===== config.mk =====
export PLATFORM = sky130hd
export DESIGN_NAME = exchange_sequencer
export DESIGN_NICKNAME = d
export VERILOG_FILES = /design/src/rtl/replica_pkg.sv /design/src/rtl/xorshift32.sv /design/src/rtl/exchange_sequencer.sv
export SDC_FILE = /design/constraint.sdc
export NUM_CORES = 1
export LEC_CHECK = 0
export BUFFER_PORTS_ARGS = -buffer_cell sky130_fd_sc_hd__buf_2
export CELL_PAD_IN_SITES_DETAIL_PLACEMENT = 1
export CELL_PAD_IN_SITES_GLOBAL_PLACEMENT = 1
export CORE_ASPECT_RATIO = 1.2
export CORE_MARGIN = 1.5
export CORE_UTILIZATION = 41
export DETAILED_ROUTE_END_ITERATION = 10
export PLACE_DENSITY_LB_ADDON = 0.1
export SLEW_MARGIN = 25
export SYNTH_ARGS = -nofsm -noshare
export SYNTH_HDL_FRONTEND = slang
export SYNTH_HIERARCHICAL = 1
export SYNTH_SLANG_ARGS = --single-unit

===== constraint.sdc =====
create_clock -name clk -period 3.84 [get_ports clk]
set_clock_uncertainty 0.2 [all_clocks]
set_input_delay 0.192 -clock clk [delete_from_list [all_inputs] [get_ports clk]]
set_output_delay 0.192 -clock clk [all_outputs]
set_load 0.005 [all_outputs]

===== src/rtl/replica_pkg.sv =====
// Shared types and constants for the replica-exchange datapath and its sequencer.
// Also holds the xorshift32 step used to generate the acceptance-test random word.
package replica_pkg;

  typedef enum logic {
    OR0 = 1'b0,
    OR1 = 1'b1
  } opt_command_t;

  typedef enum logic [1:0] {
    NOP  = 2'd0,
    SELF = 2'd1,
    PREV = 2'd2,
    FOLW = 2'd3
  } exchange_command_t;

  typedef enum logic [2:0] {
    IDLE  = 3'd0,
    TEST  = 3'd1,
    EXCH  = 3'd2,
    SHIFT = 3'd3,
    FIN   = 3'd4
  } seq_state_t;

  localparam logic [31:0] LFSR_INIT = 32'h92D68CA2;

  function automatic logic [31:0] lfsr_advance(input logic [31:0] x);
    logic [31:0] v;
    v = x;
    v = v ^ (v << 13);
    v = v ^ (v >> 17);
    v = v ^ (v << 5);
    return v;
  endfunction

endpackage


===== src/rtl/xorshift32.sv =====
// 32-bit xorshift random source; a load and a step on the same edge yield the
// successor of the loaded seed, so a freshly seeded run starts from step(seed).
module xorshift32
  import replica_pkg::*;
(
  input  logic        clk,
  input  logic        reset,
  input  logic        load,
  input  logic [31:0] seed,
  input  logic        step,
  output logic [31:0] q
);

  logic [31:0] r_state;
  logic [31:0] w_base;
  logic [31:0] w_next;

  // The all-zero state never leaves zero, so a zero seed is replaced by 1.
  always_comb begin
    w_base = r_state;
    if (load) begin
      w_base = (seed == 32'd0) ? 32'd1 : seed;
    end
    w_next = step ? lfsr_advance(w_base) : w_base;
  end

  always_ff @(posedge clk) begin
    if (reset) begin
      r_state <= LFSR_INIT;
    end else begin
      r_state <= w_next;
    end
  end

  assign q = r_state;

endmodule


===== src/rtl/exchange_sequencer.sv =====
// Broadcast controller for the replica array: runs TEST/EXCH/SHIFT rounds,
// alternates odd/even pairing and supplies the acceptance-test random word.
module exchange_sequencer
  import replica_pkg::*;
#(
  parameter int replica_num = 32,
  parameter int RW          = 16
) (
  input  logic          clk,
  input  logic          reset,
  input  logic          start,
  input  logic [RW-1:0] rounds,
  input  logic [31:0]   seed,
  input  logic          seed_load,
  output logic          busy,
  output logic          done,
  output logic [RW-1:0] round_cnt,
  output opt_command_t  opt_command,
  output logic [31:0]   r_exchange,
  output logic          replica_run,
  output logic          exchange_run,
  output logic          exchange_shift_d
);

  localparam int SW = (replica_num > 1) ? $clog2(replica_num) : 1;
  localparam logic [SW-1:0] SHIFT_LAST = SW'(replica_num - 1);

  seq_state_t    r_state;
  seq_state_t    w_state_next;
  logic [RW-1:0] r_rounds;
  logic [RW-1:0] r_round_cnt;
  logic [SW-1:0] r_shift_cnt;
  opt_command_t  r_opt_command;
  logic          r_busy;
  logic          r_done;
  logic          r_replica_run;
  logic          r_exchange_run;
  logic          r_exchange_shift_d;
  logic          w_accept;
  logic          w_last_shift;
  logic          w_final_round;
  logic [RW-1:0] w_round_inc;
  logic          w_lfsr_load;
  logic          w_lfsr_step;

  always_ff @(posedge clk) begin
    if (reset) begin
      r_state <= IDLE;
    end else begin
      r_state <= w_state_next;
    end
  end

  always_comb begin
    w_state_next  = r_state;
    w_accept      = 1'b0;
    w_round_inc   = r_round_cnt + RW'(1);
    w_last_shift  = (r_state == SHIFT) && (r_shift_cnt == '0);
    w_final_round = (w_round_inc == r_rounds);
    unique case (r_state)
      IDLE: begin
        // A zero-round request completes immediately without becoming busy.
        if (start) begin
          if (rounds != '0) begin
            w_accept     = 1'b1;
            w_state_next = TEST;
          end else begin
            w_state_next = FIN;
          end
        end
      end
      TEST:  w_state_next = EXCH;
      EXCH:  w_state_next = SHIFT;
      SHIFT: begin
        if (w_last_shift) begin
          w_state_next = w_final_round ? FIN : TEST;
        end
      end
      FIN:     w_state_next = IDLE;
      default: w_state_next = IDLE;
    endcase
  end

  // Strobes are registered from the next state so each is high exactly while
  // the FSM occupies the matching state, with no input-to-output path.
  always_ff @(posedge clk) begin
    if (reset) begin
      r_rounds           <= '0;
      r_round_cnt        <= '0;
      r_shift_cnt        <= '0;
      r_opt_command      <= OR1;
      r_busy             <= 1'b0;
      r_done             <= 1'b0;
      r_replica_run      <= 1'b0;
      r_exchange_run     <= 1'b0;
      r_exchange_shift_d <= 1'b0;
    end else begin
      r_replica_run      <= (w_state_next == TEST);
      r_exchange_run     <= (w_state_next == EXCH);
      r_exchange_shift_d <= (w_state_next == SHIFT);
      r_done             <= (w_state_next == FIN);
      r_busy             <= (w_state_next == TEST) || (w_state_next == EXCH) ||
                            (w_state_next == SHIFT);
      if (w_accept) begin
        r_rounds      <= rounds;
        r_round_cnt   <= '0;
        r_opt_command <= OR1;
      end
      if (r_state == EXCH) begin
        r_shift_cnt <= SHIFT_LAST;
      end else if (r_state == SHIFT) begin
        r_shift_cnt <= r_shift_cnt - SW'(1);
      end
      if (w_last_shift) begin
        r_round_cnt   <= w_round_inc;
        r_opt_command <= (r_opt_command == OR1) ? OR0 : OR1;
      end
    end
  end

  assign w_lfsr_load = seed_load && (r_state == IDLE);
  assign w_lfsr_step = (w_state_next == TEST);

  xorshift32 u_xorshift32 (
    .clk   (clk),
    .reset (reset),
    .load  (w_lfsr_load),
    .seed  (seed),
    .step  (w_lfsr_step),
    .q     (r_exchange)
  );

  assign busy             = r_busy;
  assign done             = r_done;
  assign round_cnt        = r_round_cnt;
  assign opt_command      = r_opt_command;
  assign replica_run      = r_replica_run;
  assign exchange_run     = r_exchange_run;
  assign exchange_shift_d = r_exchange_shift_d;

endmodule


==> flow_summary.json, run 1 <==
{
  "status": "finished, final reports clean",
  "coreArea_mm2": 0.0116,
  "dr.pass1.iters": 4,
  "fin_util_pct": 52.2,
  "final_max_slew_viol_count": 0,
  "grt_pass1_wl_mm": 23.6,
  "cts_setup_buffers": 0,
  "port_buffers": 105,
  "peakVddDrop_v": 0.000210,
  "netlist_area_mm2": 0.00491,
  "start_kind": "flop",
  "fillCellCount": 1429,
  "critPathMostFrequentCell": "nor2_1",
  "fin_cells": 818,
  "remaining_drc_errors": 0,
  "design_area_mm2": 0.00606,
  "cts_root_buffer": "clkbuf_16",
  "synth_top_area_cell": "dfxtp_1",
  "tightestPinTransition_ns": 0.946,
  "end_kind": "flop",
  "ys_warn_count": 6,
  "crit_type": "reg -> reg",
  "layout.nets": 710,
  "diodes": 0,
  "initial_core_util_pct": 42.2,
  "h-tree-depth": 3,
  "rows": 43,
  "required_ns": 3.87,
  "powerDensity_mw_per_mm2": 633,
  "antenna_left": 0,
  "cts_repair_resize_count": 0,
  "ios": 106,
  "hold_buffers": 16,
  "yosysMostFrequentCell": "dfxtp_1",
  "cp-startpoint": "round_cnt[0]",
  "cts.path.max_buffers": 2,
  "critPathMaxStageDelay_ns": 0.47,
  "ys_seq_area_share_pct": 31.8,
  "fin_crit_sh_pct": 88.7,
  "track_usage_pct": 24.6,
  "synthesis.nets": 596,
  "post_dp_cell_area_mm2": 0.00557,
  "dp_hpwl_mm": 11.3,
  "path_cells": "ha_1, nand3_1, nor2_1, and3_1, a2111oi_0, and4_1, nor2_1, buf_4, nand2_1, o21bai_2, mux2_1",
  "netlist_instances": 542,
  "cts_tree": "built",
  "synth_edf_count": 0,
  "antenna_found_initial": 0,
  "clock.fmax_ghz": 0.294,
  "die_h_um": 123,
  "synthTopCellsByArea": "dfxtp_1, xnor2_1, mux2i_1",
  "slowest_stage": "dfxtp_1",
  "place_inst": 786,
  "fp.dieW_um": 103,
  "first_iter_violations": 107,
  "grt.overflow.total": 0,
  "synth_top_area_share_pct": 31.8,
  "r2r_setup_slack_ns": 0.43,
  "die-area_mm2": 0.0126,
  "setup_viol": 0,
  "synthDistinctLibCells": 62,
  "grt_max_degree": 51,
  "ys_ff_latch": 78,
  "drt-wirelength-per-cell_um": 18.2,
  "cts_made_buffers": 9,
  "synthFlopType": "dfxtp_1",
  "synth.top_cells.by_count": "dfxtp_1, xnor2_1, nor2_1",
  "numClockSinks": 78,
  "clock_latency_ns": 0.34,
  "total_power_mw": 3.84,
  "synth_area_per_cell_um2": 9.06,
  "final.setup.tns_ns": 0,
  "min-delay-start": "seed[23]",
  "hold_path.class": "in -> reg",
  "leakage_nw": 2.58,
  "r2r-start": "round_cnt[0]",
  "maxSlewHeadroom_pct": 36.9,
  "hold_violations": 0,
  "rsz0062_at_grt": "false",
  "clk_pin_slew_ns": 0.06,
  "synthToLayoutAreaGrowth_pct": 23.5,
  "vias": 4422,
  "cp.arrival_ns": 3.44,
  "first_global_vias": 4742,
  "crit_fanout": 21,
  "drive_above_1_share_pct": 24.4,
  "drt_wl_total_mm": 14.9,
  "max_cap_violations": 0,
  "via_per_inst": 5.41,
  "gp_congestion": 0.865,
  "finalCriticalPeriod_ns": 3.41,
  "async_flop_share_pct": 0
}
## flip-flops by register name, indices dropped and copies added (netlist names)
register,cells
exchange_shift_d,1
u_xorshift32/q,32
round_cnt,16
r_rounds,16
r_state,3
exchange_run,1
opt_command,1
busy,1
done,1
r_shift_cnt,5
replica_run,1
## layer usage
layer  wire length [um]  up-vias  part of all wire [%]  GRT usage (%)
li1                   -     2147                     -              -
met1               6320     2141                    42           28.6
met2               7530      104                    51           43.9
met3                569       30                   3.8           4.38
met4                450        0                   3.0           10.3
met5                  0        -                     0              0
## final timing paths
check                  endpoint  cells after the start
max reg2reg  u_xorshift32/q[13]                     11
min          u_xorshift32/q[23]                      4
max          u_xorshift32/q[13]                     11
min reg2reg      r_shift_cnt[0]                      1
## power breakdown
group | switching, mW | internal (mW) | total, mW
Sequential | 0.119 | 0.966 | 1.08
Combinational | 0.893 | 0.877 | 1.77
Clock | 0.353 | 0.634 | 0.987
## cell families after synthesis
logic type / share of synthesized area [%]
AND/OR/NAND/NOR: 22.0
multiplexers: 12.7
XOR/XNOR: 18.2
adder cells (fa/ha/maj): 0.510
flip-flops: 31.8
buffers and inverters: 3.85
AO/OA/AOI/OAI: 10.9
## stage by stage
step	hold WS, ns	setup slack [ns]
finish	0.0528	0.434
global route	0.0809	0.146
CTS	0.0445	0.416
detailed placement	0.249	0.425
global placement	0.239	0.503
floorplan	0.136	0.776
## critical path, delay by kind of cell, from the launching register on
kind                     cells  cell delay [ns]
flip-flops                   1             0.47
AO/OA/AOI/OAI                2             0.25
multiplexers                 1             0.33
AND/OR/NAND/NOR              6             1.42
buffers and inverters        1             0.30
adder cells (fa/ha/maj)      1             0.30
## cell usage in the layout (no fill, tap or decap), drive strengths merged, types with 13 or more instances in the layout
cell and instances:
buf 118, dfxtp 78, xnor2 57, mux2i 55
nor2 52, nand2 32, xor2 29, a21oi 26
nor3 19, o21ai 19, dlygate4sd3 16, nand2b 14
nor4 13
## final cells by class
cell class	count	area, um^2	area share (%)
Sequential cell	78	1560	25.7
Tap cell	157	196	3.24
Inverter	5	18.8	0.309
Timing Repair Buffer	134	783	12.9
Clock inverter	6	110	1.82
Multi-Input combinational cell	428	3170	52.2
Clock buffer	10	229	3.78
Note: power is estimated with default switching activity, not from simulation.
==> run 2, diff against run 1 <==
PLACE_DENSITY = 0.82   (was default)
PLACE_DENSITY_LB_ADDON = default   (was 0.1)
==> run 2 against run 1 <==
Compared with the run above: global-route usage up 0.58 points; final area fell by 0.25%; critical path depth up 1; utilization shrank 0.13 points; sequential cell count unchanged; clock power down 2.6%; highest routed layer unchanged.
==> flow_summary.json, run 2 (synthesis results as in run 1) <==
{
  "dp_hpwl_mm": 11.3,
  "leakage_nw": 2.58,
  "clock.fmax_ghz": 0.282,
  "peakVddDrop_v": 0.000242,
  "fp.dieW_um": 103,
  "gp_congestion": 0.873,
  "dr.pass1.iters": 4,
  "critPathMaxStageDelay_ns": 0.50,
  "fillCellCount": 1425,
  "max_cap_violations": 0,
  "slowest_stage": "dfxtp_1",
  "place_inst": 784,
  "p_sw_share_pct": 36.8,
  "fin_util_pct": 52.1,
  "hold_violations": 0,
  "grt.overflow.total": 0,
  "cp.arrival_ns": 3.58,
  "r2r_setup_slack_ns": 0.29,
  "antenna_left": 0,
  "hold_path.class": "in -> reg",
  "finalCriticalPeriod_ns": 3.55,
  "maxSlewHeadroom_pct": 49.8,
  "multi_input_area_mm2": 0.00316,
  "track_usage_pct": 25.2,
  "regArea_mm2": 0.00156,
  "cts_root_buffer": "clkbuf_16",
  "total_power_mw": 3.84,
  "start_kind": "flop",
  "cts_made_buffers": 9,
  "synthToLayoutAreaGrowth_pct": 23.2,
  "cts_setup_buffers": 0,
  "setup_viol": 0,
  "vias": 4535,
  "fin_cells": 816,
  "die-area_mm2": 0.0126,
  "power_switching_mw": 1.41,
  "layout.nets": 708,
  "cts_tree": "built",
  "p_int_mw": 2.42,
  "end_kind": "flop",
  "combPwrFrac_pct": 46.5,
  "ios": 106,
  "layout_common_cells": "buf_2, dfxtp_1, xnor2_1",
  "rows": 43,
  "grt_pass1_wl_mm": 24.0,
  "grt_max_degree": 41,
  "rsz0062_at_grt": "false",
  "clock_latency_ns": 0.35,
  "drive_above_1_share_pct": 24.1,
  "diodes": 0,
  "final.setup.tns_ns": 0,
  "die_h_um": 123,
  "crit_type": "reg -> reg",
  "first_iter_violations": 147,
  "required_ns": 3.87,
  "tightestPinTransition_ns": 0.752,
  "antenna_found_initial": 0,
  "coreArea_mm2": 0.0116,
  "port_buffers": 105,
  "status": "finished, final reports clean",
  "cts.path.max_buffers": 2,
  "remaining_drc_errors": 0,
  "pwr-share-clk_pct": 25.0,
  "crit_fanout": 14,
  "cts_repair_resize_count": 0,
  "drt_wl_total_mm": 15.6,
  "final_max_slew_viol_count": 0,
  "first_global_vias": 4784,
  "hold_buffers": 16,
  "drt-wirelength-per-cell_um": 19.1,
  "fin_crit_sh_pct": 92.4,
  "largest_reg_flops": 32,
  "via_per_inst": 5.56,
  "path_cells": "ha_1, nand3_1, nor3_2, xnor2_1, o2111a_1, and4_1, nor2_1, inv_1, buf_4, nor2_1, xnor2_1, or2_1",
  "powerDensity_mw_per_mm2": 634,
  "final_common_cell": "buf_2",
  "h-tree-depth": 3,
  "power_frac_seq_pct": 28.4,
  "initial_core_util_pct": 42.2,
  "clk_pin_slew_ns": 0.07,
  "numClockSinks": 78
}
==> run 2: cell types whose count changed in the layout (fill, tap and decap cells not counted), sizes merged <==
cell | previous run | this run
clkinv | 1 | 3
buf | 118 | 116
inv | 5 | 7
clkbuf | 10 | 9
clkinvlp | 2 | 0
bufinv | 3 | 2
==> run 2: metrics by stage <==
stage / hold WS, ns / setup slack, ns / area, um^2
after floorplan: 0.136 / 0.776 / 4910
after global placement: 0.238 / 0.514 / 5560
after detailed placement: 0.251 / 0.357 / 5560
after CTS: 0.0139 / 0.315 / 6050
after global routing: 0.0427 / 0.0425 / 6050
final: 0.0324 / 0.290 / 6050
==> run 2: path summary, 6_finish.rpt <==
path	startpoint	end	depth (start not counted)
worst max-delay path	round_cnt[0]	u_xorshift32/q[11]	12
worst min-delay path	seed[25]	u_xorshift32/q[25]	4
worst max register to register	round_cnt[0]	u_xorshift32/q[11]	12
worst min register to register	r_shift_cnt[1]	r_shift_cnt[1]	2
==> run 2: worst max-delay path, delay by kind of cell, from the launching register on <==
family | cells | cell delay [ns]
DFF | 1 | 0.50
xor gates and xnor gates | 2 | 0.28
adders and majority gates | 1 | 0.33
buffers and inverters | 2 | 0.59
and+or+nand+nor | 6 | 1.30
AOI/OAI and AO/OA | 1 | 0.21
==> run 2: power groups by stage <==
stage | logic (mW) | registers, mW | clock network [mW]
final | 1.79 | 1.09 | 0.961
after floorplan | 1.30 | 1.09 | 0
after detailed placement | 1.74 | 1.11 | 0
after global routing | 1.93 | 1.11 | 1.01
after global placement | 1.67 | 1.10 | 0
after CTS | 1.78 | 1.09 | 0.979
==> run 2: cell type report <==
class,count,share of cell area (%)
clock inverters,7,1.76
multi-input cells,428,52.2
inverters,5,0.310
clock buffers,9,3.72
flip-flops and latches,78,25.8
repair buffers,132,12.9
well taps,157,3.25
==> run 2: per-layer routing <==
layer  wire, um  global-route usage (%)  share of wire, %  up-vias
met5          0                       0                 0        -
met3        652                    5.47               4.2       47
met4        721                    13.7               4.6        0
met1       6060                    26.9                39     2214
li1           -                       -                 -     2141
met2       8130                    45.5                52      133
==> run 3, diff against run 2 <==
ABC_AREA = 1   (was default)
CORE_UTILIZATION = 39   (was 41)
PLACE_DENSITY = 0.83   (was 0.82)
==> run 3 against run 2 <==
Compared with the run above: total power shrank 3.8%; critical endpoint is now u_xorshift32/q[17]; critical path type unchanged; highest routed layer unchanged; clock power up 0.9%; via count up 19%.
==> flow_summary.json, run 3 <==
{
  "netlist_area_mm2": 0.00496,
  "fin_cells": 1023,
  "tightestPinTransition_ns": 0.697,
  "slowest_stage": "dfxtp_1",
  "grt_pass1_wl_mm": 27.9,
  "clk_pin_slew_ns": 0.06,
  "end_kind": "flop",
  "ys_ff_latch": 78,
  "ys_warn_count": 6,
  "layout.nets": 911,
  "h-tree-depth": 3,
  "critPathBufInv": 3,
  "max_cap_violations": 0,
  "critPathMostFrequentCell": "nand2_1",
  "largest_reg_flops": 32,
  "netlist_instances": 750,
  "leakage_nw": 2.94,
  "maxSlewHeadroom_pct": 53.1,
  "drt_wl_total_mm": 17.5,
  "ys_seq_area_share_pct": 31.5,
  "cts.path.max_buffers": 2,
  "layout_common_cells": "nand2_1, buf_2, inv_1",
  "whs_ns": 0.0320,
  "port_buffers": 105,
  "clock_latency_ns": 0.35,
  "synthesis.nets": 804,
  "cts_made_buffers": 9,
  "critPathMaxStageDelay_ns": 0.44,
  "dp_hpwl_mm": 12.9,
  "finalCriticalPeriod_ns": 3.39,
  "cts_tree": "built",
  "antenna_left": 0,
  "final_max_slew_viol_count": 0,
  "setup_viol": 0,
  "synthToLayoutAreaGrowth_pct": 22.3,
  "vias": 5406,
  "synth_edf_count": 0,
  "clock.fmax_ghz": 0.295,
  "yosysMostFrequentCell": "nand2_1",
  "synth_top_area_share_pct": 31.5,
  "synth.top_cells.by_count": "nand2_1, inv_1, dfxtp_1",
  "synth_area_per_cell_um2": 6.61,
  "start_kind": "flop",
  "gp_congestion": 0.866,
  "cts_setup_buffers": 0,
  "cts_root_buffer": "clkbuf_16",
  "place_inst": 996,
  "drive_above_1_share_pct": 19.7,
  "crit_type": "reg -> reg",
  "rows": 44,
  "hold_violations": 0,
  "hold_path.class": "in -> reg",
  "initial_core_util_pct": 40.4,
  "first_iter_violations": 295,
  "required_ns": 3.86,
  "drt-wirelength-per-cell_um": 17.2,
  "cts_repair_resize_count": 0,
  "final.setup.tns_ns": 0,
  "fin_ws_ns": 0.451,
  "via_per_inst": 5.28,
  "synth_top_area_cell": "dfxtp_1",
  "diodes": 0,
  "cp.arrival_ns": 3.41,
  "dr.pass1.iters": 4,
  "rsz0062_at_grt": "false",
  "first_global_vias": 5542,
  "fp.dieW_um": 106,
  "final_common_cell": "nand2_1",
  "crit_fanout": 27,
  "coreArea_mm2": 0.0123,
  "die_h_um": 127,
  "remaining_drc_errors": 0,
  "ios": 106,
  "die-area_mm2": 0.0134,
  "path_delay_family": "simple AND/OR/NAND/NOR gates",
  "path_cells": "ha_1, nand2_2, nor2_2, nand3_1, nand2_1, nand3_1, nand2_1, nor2_1, nand2_1, nor2_1, nand2_1, nand2_2, nand2_1, nand2_1, inv_1, clkinv_1, buf_12, a21oi_1, nand2_1",
  "status": "finished, final reports clean",
  "fin_crit_sh_pct": 88.3,
  "async_flop_share_pct": 0,
  "pre_cts_slack_ns": 0.634,
  "track_usage_pct": 26.4,
  "numClockSinks": 78,
  "antenna_found_initial": 0,
  "grt.overflow.total": 0,
  "synthTopCellsByArea": "dfxtp_1, nand2_1, nand3_1",
  "synthFlopType": "dfxtp_1",
  "peakVddDrop_v": 0.000274,
  "grt_max_degree": 35,
  "powerDensity_mw_per_mm2": 608,
  "synthDistinctLibCells": 37,
  "hold_buffers": 11
}
-- run 3: cell types whose count changed after synthesis, sizes merged, moves of 24 or more --
cell   previous run  this run
xnor2            57        29
nand3             7        64
nand2            32       226
mux2i            55         0
a21oi            26        50
inv               5        84
o21ai            19        54
-- run 3: power breakdown --
part / total [mW] / internal [mW] / switching (mW)
clock network: 0.970 / 0.622 / 0.348
logic: 1.66 / 0.667 / 0.989
registers: 1.06 / 0.963 / 0.0997
total: 3.69 / 2.25 / 1.44
-- run 3: worst paths after layout --
check | start | to | slack [ns] | depth (start not counted)
worst max-delay path | round_cnt[0] | u_xorshift32/q[17] | 0.45 | 19
worst max register to register | round_cnt[0] | u_xorshift32/q[17] | 0.45 | 19
worst min-delay path | rounds[14] | r_rounds[14] | 0.03 | 3
worst min register to register | r_rounds[0] | r_rounds[0] | 0.28 | 2
-- run 3: tightest hold or removal path: stages --
cell and delay, ns:
buf_2 0.10, o21ai_0 0.12, a21oi_1 0.12
-- run 3: final cells by class --
cell class                      count  area [um^2]
Clock inverter                      3         65.1
Multi-Input combinational cell    560         2950
Fill cell                        1625         6210
Tap cell                          161          201
Timing Repair Buffer              122          693
Inverter                           86          323
Clock buffer                       13          270
Sequential cell                    78         1560
-- run 3: through the flow --
step                utilization [%]  power [mW]  cell area (um^2)
finish                         49.4        3.69              6070
global route                   49.4        3.92              6070
CTS                            49.4        3.70              6070
detailed placement             45.8        2.69              5620
global placement               45.8        2.64              5620
floorplan                         -        2.23              4960
-- run 3: logic make-up (layout without fill, tap and decap cells) --
kind of cell               count (synthesis)  after routing  synth area share, %
DFF                                       78             78                 31.5
buffers and inverters                    112            224                 9.03
and+or+nand+nor                          380            380                 33.3
xor gates and xnor gates                  54             54                 12.1
AOI/OAI and AO/OA                        124            124                 13.6
adders and majority gates                  2              2                0.504
-- run 3: layer usage --
| layer | track usage, % | routed length, um | vias up |
|---|---|---|---|
| met3 | 4.11 | 605 | 45 |
| met2 | 47.1 | 8780 | 145 |
| met5 | 0 | 0 | - |
| met1 | 30.4 | 7480 | 2613 |
| li1 | - | - | 2603 |
| met4 | 13.4 | 686 | 0 |
